### config.mk
export PLATFORM = sky130hd
export DESIGN_NAME = sobolrng_core_flat
export DESIGN_NICKNAME = d
export VERILOG_FILES = /design/src/rtl/sobolrng_core_pkg.sv /design/src/rtl/sobolrng_core_if.sv /design/src/rtl/sobolrng_core_lsz_detect.sv /design/src/rtl/sobolrng_core.sv /design/src/flat_wrapper.sv
export SDC_FILE = /design/constraint.sdc
export NUM_CORES = 1
export LEC_CHECK = 0
export BUFFER_PORTS_ARGS = -buffer_cell sky130_fd_sc_hd__buf_2
export CAP_MARGIN = 20
export CELL_PAD_IN_SITES_DETAIL_PLACEMENT = 0
export CELL_PAD_IN_SITES_GLOBAL_PLACEMENT = 1
export CORE_MARGIN = 1
export CORE_UTILIZATION = 36
export DETAILED_ROUTE_END_ITERATION = 8
export GPL_ROUTABILITY_DRIVEN = 0
export PLACE_DENSITY = 0.9
export SKIP_CTS_REPAIR_TIMING = 1
export SYNTH_ARGS = -nofsm -noshare
export SYNTH_HDL_FRONTEND = slang
export SYNTH_SLANG_ARGS = --single-unit
### constraint.sdc
create_clock -name iClk -period 1.71 [get_ports iClk]
set_clock_uncertainty 0.15 [all_clocks]
set_input_delay 0 -clock iClk [delete_from_list [all_inputs] [get_ports iClk]]
set_output_delay 0 -clock iClk [all_outputs]
set_load 0.1 [all_outputs]
### src/rtl/sobolrng_core_pkg.sv
// sobol_pkg: shared width, vector types and default direction vectors for sobolrng_core
package sobol_pkg;
  localparam int SOBOL_BW = 8;
  typedef logic [SOBOL_BW-1:0] sobol_vec_t;
  typedef sobol_vec_t sobol_tab_t [SOBOL_BW];
  function automatic sobol_vec_t default_dirvec(input int k, input int bw = SOBOL_BW);
    return sobol_vec_t'(1) << (bw - 1 - k);
  endfunction
endpackage

### src/rtl/sobolrng_core_if.sv
// sobolrng_core_if: step/sample bus of sobolrng_core; load ports exist only with SOBOL_LOAD_EN
interface sobolrng_core_if #(parameter int BW = sobol_pkg::SOBOL_BW);
  localparam int IDXW = $clog2(BW);
  logic            iEn;
  logic [BW-1:0]   iCnt;
  logic [BW-1:0]   oOut;
  logic            oValid;
  logic [IDXW-1:0] oIdx;
`ifdef SOBOL_LOAD_EN
  logic            iLdEn;
  logic [IDXW-1:0] iLdAddr;
  logic [BW-1:0]   iLdData;
  modport master (output iEn, iCnt, iLdEn, iLdAddr, iLdData, input oOut, oValid, oIdx);
  modport slave  (input iEn, iCnt, iLdEn, iLdAddr, iLdData, output oOut, oValid, oIdx);
`else
  modport master (output iEn, iCnt, input oOut, oValid, oIdx);
  modport slave  (input iEn, iCnt, output oOut, oValid, oIdx);
`endif
endinterface

### src/rtl/sobolrng_core_lsz_detect.sv
// lsz_detect: index of the least-significant zero bit of iCnt, oAllOne when there is none
module lsz_detect #(parameter int BW = 8, localparam int IDXW = $clog2(BW)) (
  input  logic [BW-1:0]   iCnt,
  output logic [IDXW-1:0] oIdx,
  output logic            oAllOne
);
  always_comb begin
    oIdx = '0;
    oAllOne = 1'b1;
    for (int i = BW - 1; i >= 0; i--) begin
      if (!iCnt[i]) begin
        oIdx = IDXW'(i);
        oAllOne = 1'b0;
      end
    end
  end
endmodule

### src/rtl/sobolrng_core.sv
// sobolrng_core: one Sobol sample per enabled step from the upstream counter value
// Define SOBOL_LOAD_EN for a runtime-writable direction-vector table.
module sobolrng_core import sobol_pkg::*; #(parameter int BW = SOBOL_BW) (
  input logic iClk,
  input logic iRst,
  sobolrng_core_if.slave bus
);
  localparam int IDXW = $clog2(BW);
  logic [IDXW-1:0] lsz, idx_q, idx_d;
  logic [BW-1:0] vec, out_q, out_d;
  logic all_one, ld, valid_q, valid_d;
  lsz_detect #(.BW(BW)) u_lsz (.iCnt(bus.iCnt), .oIdx(lsz), .oAllOne(all_one));
`ifdef SOBOL_LOAD_EN
  logic [BW-1:0] tab_q [BW];
  assign ld = bus.iLdEn;
  assign vec = tab_q[lsz];
  always_ff @(posedge iClk) begin
    if (iRst) for (int k = 0; k < BW; k++) tab_q[k] <= BW'(default_dirvec(k, BW));
    else if (bus.iLdEn && 32'(bus.iLdAddr) < BW) tab_q[bus.iLdAddr] <= bus.iLdData;
  end
`else
  assign ld = 1'b0;
  assign vec = BW'(default_dirvec(int'(lsz), BW));
`endif
  // counter wrap restarts the sequence at 0 in lockstep with the counter
  always_comb begin
    valid_d = bus.iEn && !ld;
    out_d = valid_d ? (all_one ? '0 : out_q ^ vec) : out_q;
    idx_d = valid_d ? (all_one ? IDXW'(BW - 1) : lsz) : idx_q;
  end
  always_ff @(posedge iClk) begin
    if (iRst) begin
      out_q <= '0;
      idx_q <= '0;
      valid_q <= 1'b0;
    end else begin
      out_q <= out_d;
      idx_q <= idx_d;
      valid_q <= valid_d;
    end
  end
  assign bus.oOut = out_q;
  assign bus.oIdx = idx_q;
  assign bus.oValid = valid_q;
endmodule

### src/flat_wrapper.sv
// flat-port wrapper written by rule: the top's interface ports become plain ports
module sobolrng_core_flat import sobol_pkg::*;
#(parameter int BW = SOBOL_BW)
  (iClk, iRst, bus_iEn, bus_iCnt, bus_oOut, bus_oValid, bus_oIdx);
  sobolrng_core_if #(.BW(BW)) bus_i ();
  input logic iClk;
  input logic iRst;
  input wire logic [$bits(bus_i.iEn)-1:0] bus_iEn;
  input wire logic [$bits(bus_i.iCnt)-1:0] bus_iCnt;
  output wire logic [$bits(bus_i.oOut)-1:0] bus_oOut;
  output wire logic [$bits(bus_i.oValid)-1:0] bus_oValid;
  output wire logic [$bits(bus_i.oIdx)-1:0] bus_oIdx;
  assign bus_i.iEn = bus_iEn;
  assign bus_i.iCnt = bus_iCnt;
  assign bus_oOut = bus_i.oOut;
  assign bus_oValid = bus_i.oValid;
  assign bus_oIdx = bus_i.oIdx;
  sobolrng_core #(.BW(BW)) u_core (.iClk(iClk), .iRst(iRst), .bus(bus_i));
endmodule
==> reports/results.ini <==
[cts]
cts_tree=yes
clkSlewWorstSetupHoldPaths_ps=70
cts_buffers=3
cts_buffer_depth=2
cts_sinks=12
ctsRootBufferMaster=clkbuf_4
clk_latency_ps=270
h-tree-depth=1

[run_status]
violations=DRC, hold timing
status=complete, but fails checks

[critical_path]
cp-end-kind=register
criticalPathCategory=input pin to register
crit_top_cell=dlygate4sd3_1
crit_fanout=6
crit_chain=dlygate4sd3_1 -> buf_2 -> nor2b_1 -> dlygate4sd3_1
crit_arrival_ps=1330
cp-start-kind=input pin
critical_path.max_stage_delay_ps=540
cp_data_required_time_ps=1770
crit_path_top_delay_cell=dlygate4sd3_1
crit_buf_inv=3
cp_top_family=buffers and inverters
crit_path_start=iRst
rr_startpoint=u_core.bus.oOut[3]$_SDFFE_PP0P_

[global_route]
grt_busiest_layer=met2
grt_max_degree=12
met3_usage=0.0625
antenna_found_initial=0
grt_pass1_vias=501
met1_usage=0.175
grtUsageMet2=0.260
overflow=0
grt_pass1_wl_mm=2.09
grt_util_all_layers=0.152

[power_and_ir_drop]
p_int_uw=414
power_switching_uw=214
power_uw=627
power.leakage_nw=0.362
p_seq_frac=0.469
clockPowerShare=0.266
cellPowerDensity_nw_per_um2=800
p_sw_frac=0.341
combPwrFrac=0.265
vdd_ir_drop_max_mv=0.404

[final_layout]
final_common_cell=buf_2
layout.nets=106
layout_common_cells=buf_2 (22), dfxtp_1 (12), nand2_1 (7), nor2_1 (7), a21oi_1 (5)
n_antenna_cell=0
drive_gt1_frac=0.376
multiInputGateArea_sq_um=364
syn2layout_area_growth_pct=25.9
seqCellArea_sq_um=240
fin_util=0.503
fillers=159

[timing]
slew_headroom=0.678
whs_ps=-5.34
worst_pin_slew_ps=487
finalSetupTns_ps=0
period_share=0.741
rsz0062_at_grt=false
hold_viol=2
finalSetupViolCount=0
max_freq_mhz=789
fin_crit_ps=1270
slew_violations=0

[floorplanning]
die_height_um=43.6
start_util=0.400
dieArea_sq_um=1900
num_io_pins=23
fp-row-count=14
core_area_sq_um=1560
dieWidth_um=43.6

[logic_synthesis]
synthAdderAreaFrac=0
synth_compound_area_frac=0.233
synth_seq_cells=12
yosysTopAreaCellShare=0.386
synthTopCellsByArea=dfxtp_1 (39%), nand2_1 (4.2%), nor2_1 (4.2%)
avgSynthCellArea_sq_um=9.30
synth_top_family_by_area=simple AND/OR/NAND/NOR gates
synth_nets=78
synth_xor_area_frac=0.0422
synth-simple-area-share=0.277
synth.area.mux_share=0.0321
synth_top_cell_by_area=dfxtp_1
ys_types=27
synth_cells=67
ys.warnings.count=0
synth.yosys.seq_area_share=0.386
synth_area_sq_um=623

[routing]
viasPerCell=5.43
num_vias=592
totalWireLength_mm=1.36
remaining_drc_errors=2
drt-initial-drc-count=17
antenna_left=0
post_drt_wl_per_cell_um=12.4
first_pass_iters=6

[flow_run]
maxCapViolations=0

[placement]
portBuffers=22
hpwl_mm=1.06

[min_path]
hold_class=input pin to register
hold_start=bus_iCnt[2]

[path summary, 6_finish.rpt]
kind | to | slack, ps | cells after the start
max | u_core.bus.oValid$_SDFF_PP0_ | 440 | 4
min | u_core.bus.oOut[5]$_SDFFE_PP0P_ | -5 | 4
min reg2reg | u_core.bus.oOut[1]$_SDFFE_PP0P_ | 320 | 2
max reg2reg | u_core.bus.oOut[3]$_SDFFE_PP0P_ | 660 | 2
[tightest hold or removal path, delay by kind of cell]
family / cells / cell delay, ps
and+or+nand+nor: 2 / 120
xor gates and xnor gates: 1 / 130
buffers and inverters: 1 / 130
[cell usage after synthesis]
cell / number
nand3b_1: 1
o22ai_1: 2
o221ai_2: 1
inv_1: 2
and4_4: 2
or3_1: 4
xnor2_1: 3
buf_6: 1
nor2b_1: 2
nand3b_4: 1
a31oi_1: 1
nand2_1: 7
a31o_2: 1
nor2_1: 7
a21o_2: 1
o21ai_2: 1
dfxtp_1: 12
nor3b_1: 1
and4bb_2: 1
nor4_1: 1
o21bai_4: 1
mux2i_1: 2
a21oi_1: 5
o31a_1: 1
nand2b_1: 1
o21ai_0: 4
a31oi_2: 1
[kinds of logic (layout without fill, tap and decap cells)]
logic type,Yosys count,after routing
compound gates,19,19
flops,12,12
mux,2,2
simple gates,28,28
xor+xnor,3,3
buf+inv,3,29
[routing by layer]
metal  routed length (um)  vias up
met3                   79        2
met4                    4        0
li1                     -      299
met5                    0        -
met2                  686       18
met1                  585      273
[state kept, by name (all words and copies together), names as in the netlist]
signal             cells
u_core.bus.oOut        8
u_core.bus.oValid      1
u_core.bus.oIdx        3
[stage by stage]
step,setup slack [ps],std cells,area (sq um)
finish,443,109,785
global route,400,109,785
CTS,502,107,764
detailed placement,299,104,742
global placement,373,104,742
floorplan,217,67,623
[cell type report]
cell class                 instances  area share
clock buffer                       3      0.0287
inverter                           2     0.00957
multi-input combinational         52       0.464
sequential                        12       0.306
tap                               16      0.0255
timing repair buffer              24       0.166
[power by group through the flow]
stage	clock network [mW]	logic (mW)	registers (mW)
after CTS	0.176	0.163	0.294
after floorplan	0	0.0514	0.375
final	0.167	0.166	0.295
after global routing	0.189	0.175	0.296
after detailed placement	0	0.163	0.301
after global placement	0	0.160	0.301
Note: power is estimated with default switching activity, not from simulation.
